### src/rtl/conv_pkg.sv
// Constants shared by the conv adder stages and the accumulate/requantize stage.
package conv_pkg;
  localparam int PSUM_W = 18;
  localparam int PIX_W  = 16;
  localparam int BIAS_W = 16;
  localparam logic signed [PIX_W-1:0] PIX_MAX = {1'b0, {(PIX_W-1){1'b1}}};
  localparam logic signed [PIX_W-1:0] PIX_MIN = {1'b1, {(PIX_W-1){1'b0}}};

  typedef enum logic {ST_IDLE, ST_ACCUM} acc_state_e;

  // Narrowest accumulator that cannot overflow for n full-scale terms plus bias.
  function automatic int min_acc_w(input int n);
    return 19 + $clog2(n);
  endfunction
endpackage

### src/rtl/requant_sat.sv
// Requantize an accumulator: arithmetic shift (floor), optional ReLU, clamp to pixel range.
module requant_sat
  import conv_pkg::*;
#(
  parameter int ACC_W = 24,
  parameter int SHIFT = 4
) (
  input  logic signed [ACC_W-1:0] acc,
  input  logic                    relu_en,
  output logic signed [PIX_W-1:0] pix,
  output logic                    sat
);
  localparam logic signed [ACC_W-1:0] MAX_X = {{(ACC_W-PIX_W){PIX_MAX[PIX_W-1]}}, PIX_MAX};
  localparam logic signed [ACC_W-1:0] MIN_X = {{(ACC_W-PIX_W){PIX_MIN[PIX_W-1]}}, PIX_MIN};

  logic signed [ACC_W-1:0] shifted, clamped;

  always_comb begin
    shifted = acc >>> SHIFT;
    clamped = (relu_en && shifted[ACC_W-1]) ? '0 : shifted;
    pix     = clamped[PIX_W-1:0];
    sat     = 1'b0;
    if (clamped > MAX_X) begin
      pix = PIX_MAX;
      sat = 1'b1;
    end else if (clamped < MIN_X) begin
      pix = PIX_MIN;
      sat = 1'b1;
    end
  end
endmodule

### src/rtl/conv_accum_requant.sv
// Accumulates NUM_TERMS stage-2 partial sums plus bias per pixel, then requantizes
// into a single-entry output register with valid/ready backpressure.
module conv_accum_requant
  import conv_pkg::*;
#(
  parameter int NUM_TERMS = 3,
  parameter int SHIFT     = 4,
  parameter int ACC_W     = 24
) (
  input  logic                     clk,
  input  logic                     rst_n,
  input  logic                     enable,
  input  logic                     in_valid,
  output logic                     in_ready,
  input  logic signed [PSUM_W-1:0] in_sum,
  input  logic signed [BIAS_W-1:0] bias,
  input  logic                     relu_en,
  output logic                     out_valid,
  input  logic                     out_ready,
  output logic signed [PIX_W-1:0]  out_data,
  output logic                     out_sat
);
  localparam int CNT_W = (NUM_TERMS > 1) ? $clog2(NUM_TERMS) : 1;
  localparam logic [CNT_W-1:0] LAST = CNT_W'(NUM_TERMS - 1);

  if (NUM_TERMS < 1 || NUM_TERMS > 64) begin : g_bad_terms
    $error("NUM_TERMS out of range 1..64");
  end
  if (SHIFT < 0 || SHIFT > 15) begin : g_bad_shift
    $error("SHIFT out of range 0..15");
  end
  if (ACC_W < min_acc_w(NUM_TERMS)) begin : g_bad_acc
    $error("ACC_W too narrow for NUM_TERMS");
  end

  acc_state_e              state_q, state_d;
  logic [CNT_W-1:0]        cnt_q, cnt_d;
  logic signed [ACC_W-1:0] acc_q, acc_d;
  logic                    out_valid_q, out_valid_d;
  logic signed [PIX_W-1:0] out_data_q, out_data_d;
  logic                    out_sat_q, out_sat_d;

  logic                    accept, first, last;
  logic signed [ACC_W-1:0] acc_base, acc_next;
  logic signed [PIX_W-1:0] rq_pix;
  logic                    rq_sat;

  assign last     = (cnt_q == LAST);
  // Only the closing term is held back by a stalled output; earlier terms keep flowing.
  assign in_ready = enable && !(last && out_valid_q && !out_ready);
  assign accept   = in_valid && in_ready;

  always_ff @(posedge clk or negedge rst_n) begin
    if (!rst_n) state_q <= ST_IDLE;
    else        state_q <= state_d;
  end

  always_comb begin
    state_d = state_q;
    if (!enable)     state_d = ST_IDLE;
    else if (accept) state_d = last ? ST_IDLE : ST_ACCUM;
  end

  always_comb begin
    first = (state_q == ST_IDLE);
  end

  always_comb begin
    acc_base = first ? {{(ACC_W-BIAS_W){bias[BIAS_W-1]}}, bias} : acc_q;
    acc_next = acc_base + {{(ACC_W-PSUM_W){in_sum[PSUM_W-1]}}, in_sum};
  end

  requant_sat #(.ACC_W(ACC_W), .SHIFT(SHIFT)) u_requant_sat (
    .acc     (acc_next),
    .relu_en (relu_en),
    .pix     (rq_pix),
    .sat     (rq_sat)
  );

  always_comb begin
    cnt_d = cnt_q;
    acc_d = acc_q;
    if (!enable) begin
      cnt_d = '0;
      acc_d = '0;
    end else if (accept) begin
      cnt_d = last ? '0 : cnt_q + CNT_W'(1);
      acc_d = last ? '0 : acc_next;
    end
  end

  always_comb begin
    out_valid_d = out_valid_q && !out_ready;
    out_data_d  = out_data_q;
    out_sat_d   = out_sat_q;
    if (accept && last) begin
      out_valid_d = 1'b1;
      out_data_d  = rq_pix;
      out_sat_d   = rq_sat;
    end
  end

  always_ff @(posedge clk or negedge rst_n) begin
    if (!rst_n) begin
      cnt_q       <= '0;
      acc_q       <= '0;
      out_valid_q <= 1'b0;
      out_data_q  <= '0;
      out_sat_q   <= 1'b0;
    end else begin
      cnt_q       <= cnt_d;
      acc_q       <= acc_d;
      out_valid_q <= out_valid_d;
      out_data_q  <= out_data_d;
      out_sat_q   <= out_sat_d;
    end
  end

  assign out_valid = out_valid_q;
  assign out_data  = out_data_q;
  assign out_sat   = out_sat_q;
endmodule

### config.mk
export PLATFORM = sky130hd
export DESIGN_NAME = conv_accum_requant
export DESIGN_NICKNAME = d
export VERILOG_FILES = /design/src/rtl/conv_pkg.sv /design/src/rtl/requant_sat.sv /design/src/rtl/conv_accum_requant.sv
export SDC_FILE = /design/constraint.sdc
export NUM_CORES = 1
export LEC_CHECK = 0
export ABC_AREA = 1
export CORE_MARGIN = 2
export CORE_UTILIZATION = 45
export CTS_CLUSTER_DIAMETER = 50
export DETAILED_ROUTE_END_ITERATION = 16
export HOLD_SLACK_MARGIN = 0.15
export PLACE_DENSITY = 0.68
export SETUP_SLACK_MARGIN = 0.3
export SYNTH_ARGS = -nofsm -noshare
export SYNTH_HDL_FRONTEND = slang
export SYNTH_SLANG_ARGS = --single-unit
### constraint.sdc
create_clock -name clk -period 3.3 [get_ports clk]
set_clock_uncertainty 0.05 [all_clocks]
set_input_delay 0.99 -clock clk [delete_from_list [all_inputs] [get_ports clk]]
set_output_delay 0.99 -clock clk [all_outputs]
set_load 0.02 [all_outputs]
==> impl_metrics.env <==
export IMPL_hold_buffers=0
export IMPL_synth_compound_gate_area_share=0.131
export IMPL_synth_top_family_by_area="simple AND/OR/NAND/NOR gates"
export IMPL_synth_yosys_seq_area_share=0.288
export IMPL_end_kind="register"
export IMPL_p_per_area_mw_per_mm2=580
export IMPL_drt_pass1_iterations=4
export IMPL_clk_path_buf_depth=2
export IMPL_port_buffers=58
export IMPL_syn2layout_area_growth_pct=63.5
export IMPL_r2r_start="state_q$_DFFE_PN0P_"
export IMPL_die_h_um=97.3
export IMPL_finalNetCount=815
export IMPL_grt_pass1_wl_um=19500
export IMPL_power_share_switching=0.436
export IMPL_core_sq_mm=0.00859
export IMPL_post_route_period_util=0.921
export IMPL_viasPerCell=5.13
export IMPL_num_io_pins=59
export IMPL_drc_errors=0
export IMPL_htree_levels=2
export IMPL_drive_gt1_frac=0.443
export IMPL_grt_max_degree=46
export IMPL_fmax_mhz=329
export IMPL_root_buffer="clkbuf_8"
export IMPL_syn_inst=605
export IMPL_start_kind="primary input"
export IMPL_p_int_mw=2.09
export IMPL_antenna_found_initial=0
export IMPL_synth_xor_area_frac=0.0358
export IMPL_clkLatencyLatePin_ns=0.31
export IMPL_gr_usage_all_layers=0.248
export IMPL_power_frac_clock=0.120
export IMPL_diodes=0
export IMPL_worst_slew_pin_slew_ns=1.09
export IMPL_wl_um=13000
export IMPL_synth_cell_types=35
export IMPL_multi_input_area_sq_mm=0.00316
export IMPL_synthAdderAreaFrac=0.0786
export IMPL_netSwitchingPower_mw=1.62
export IMPL_die_w_um=97.3
export IMPL_hold_viol=0
export IMPL_r2r_cells=20
export IMPL_synth_seq_cells=45
export IMPL_synth_avg_cell_area_sq_um=6.47
export IMPL_pwr_share_seq=0.216
export IMPL_synth_mux_area_frac=0
export IMPL_ir_drop_mv=0.265
export IMPL_cts_buffers=5
export IMPL_setup_viol=0
export IMPL_fillerInstances=600
export IMPL_maxSlewViolCount=0
export IMPL_syn_nets=669
export IMPL_worst_hold_path_type="reg -> reg"
export IMPL_wl_per_cell_um=15.1
export IMPL_layout_setup_ws_ns=0.261
export IMPL_grt_pass1_vias=4440
export IMPL_clk_pin_slew_ns=0.09
export IMPL_slew_headroom=0.274
export IMPL_dp_slack_ns=-0.413
export IMPL_gr_total_overflow=0
export IMPL_gp_congestion=0.914
export IMPL_final_antenna_net_count=0
export IMPL_crit_fanout=8
export IMPL_whs_ns=0.460
export IMPL_worstHoldStart="out_data[15]$_DFFE_PN0P_"
export IMPL_status="completed"
export IMPL_whs_path_depth=2
export IMPL_maxCapViolations=0
export IMPL_cp_startpoint="bias[6]"
export IMPL_dpl_hpwl_um=8090
export IMPL_num_vias=4414
export IMPL_dieArea_sq_mm=0.00946
export IMPL_worstPathArrival_ns=3.23
export IMPL_ys_warn_count=0
export IMPL_comb_power_share=0.665
export IMPL_crit_type="in -> reg"
export IMPL_cts_tree="yes"
export IMPL_period_needed_ns=3.04
export IMPL_leakagePower_nw=3.33
export IMPL_start_util=0.455
export IMPL_row_count=34
export IMPL_cts_sinks=45
export IMPL_synthSimpleGateAreaFrac=0.325
export IMPL_grt_setup_unrepaired="true"
export IMPL_critPathRequiredTime_ns=3.49
export IMPL_seq_area_sq_mm=0.00113
export IMPL_drt_iter0_drc=215
export IMPL_synth_area_sq_mm=0.00391
## layer usage
metal  wire, um  GRT usage  vias up
li1           -          -     2160
met1       5150      0.286     2098
met2       6880      0.476      115
met3        588     0.0331       41
met4        374     0.0662        0
met5          0          0        -
## cell usage in the layout (no fill, tap or decap), drive strengths merged, types with 17 or more instances in the layout
cell           count
ha                23
nand3             34
dfrtp             45
a21oi             27
o21ai             42
clkdlybuf4s50     22
inv              129
nand2            196
or2               17
buf               97
nor2              31
## synthesized netlist by cell type, drive strengths merged
cell type	n	share of area
nand2	195	0.19
inv	129	0.12
dfrtp	45	0.29
o21ai	42	0.054
nand3	34	0.049
nor2	31	0.036
a21oi	27	0.043
ha	23	0.074
or2	17	0.027
clkbuf	10	0.0096
nand4	8	0.014
xnor2	8	0.018
xor2	8	0.018
o22ai	7	0.011
a31oi	4	0.0064
buf	4	0.0083
o21bai	3	0.0086
a22oi	2	0.0038
nand3b	2	0.0038
nor3	2	0.0026
a21boi	1	0.0019
and2	1	0.0016
fa	1	0.0051
o2bb2ai	1	0.0022
## kinds of logic (layout without fill, tap and decap cells)
group | Yosys count | after routing
and+or+nand+nor | 290 | 291
xor gates and xnor gates | 16 | 16
adders and majority gates | 24 | 24
buffers and inverters | 143 | 289
AOI/OAI and AO/OA | 87 | 87
DFF | 45 | 45
## worst max-delay path: stages
cell           delay, ns
dlygate4sd2_1       0.23
nand2_1             0.09
o21ai_2             0.08
ha_4                0.31
nand2_4             0.09
inv_2               0.06
nand2_2             0.05
nand2_2             0.08
nand2_2             0.06
nand2_2             0.08
nand2_2             0.07
nand4_1             0.13
nand2_2             0.10
inv_2               0.06
nand3_2             0.09
o21bai_4            0.25
clkbuf_16           0.22
nand2_2             0.06
a21oi_2             0.12
## cell type report
type / count / share of cell area
clock inverter: 2 / 0.00606
multi-input combinational: 418 / 0.493
inverter: 129 / 0.0769
tap: 108 / 0.0211
timing repair buffer: 152 / 0.215
clock buffer: 6 / 0.0113
sequential: 45 / 0.176
## final timing paths
path	endpoint	slack, ns
worst max-delay path	out_data[0]$_DFFE_PN0P_	0.26
worst max register to register	out_data[0]$_DFFE_PN0P_	0.36
worst min register to register	out_data[15]$_DFFE_PN0P_	0.46
min in group asynchronous	acc_q[16]$_DFFE_PN0P_	0.83
max in group asynchronous	acc_q[4]$_DFFE_PN0P_	1.70
worst min-delay path	out_data[15]$_DFFE_PN0P_	0.46
## metrics by stage
stage,area [sq um],power [mW],TNS (ns),utilization,std cells
floorplan,3920,1.92,0,-,605
global placement,5020,2.58,-6.33,0.584,814
detailed placement,5020,2.61,-6.89,0.584,814
CTS,5690,3.32,0,0.662,845
global route,6400,3.96,0,0.744,860
finish,6400,3.71,0,0.744,860
## state kept, by name, indices dropped and copies added (netlist names)
register	count
out_valid	1
acc_q	24
cnt_q	2
state_q	1
out_data	16
out_sat	1
## repair_timing
| item | in CTS | in global routing |
|---|---|---|
| pin swaps | 76 | 92 |
| endpoints found under the setup margin | 22 | 20 |
| buffers inserted | 21 | 14 |
| gates resized for setup | 141 | 173 |
| hold endpoints to repair | 0 | 0 |
| gates cloned | 2 | 1 |
## power by group through the flow
stage | Clock (mW) | Sequential [mW] | Combinational (mW)
2_1_floorplan | 0 | 0.932 | 0.984
3_3_place_gp | 0 | 0.802 | 1.78
3_5_place_dp | 0 | 0.811 | 1.80
4_1_cts | 0.449 | 0.801 | 2.07
5_1_grt | 0.466 | 0.823 | 2.67
6_report | 0.444 | 0.800 | 2.47
Power figures use the tool's default switching activity.
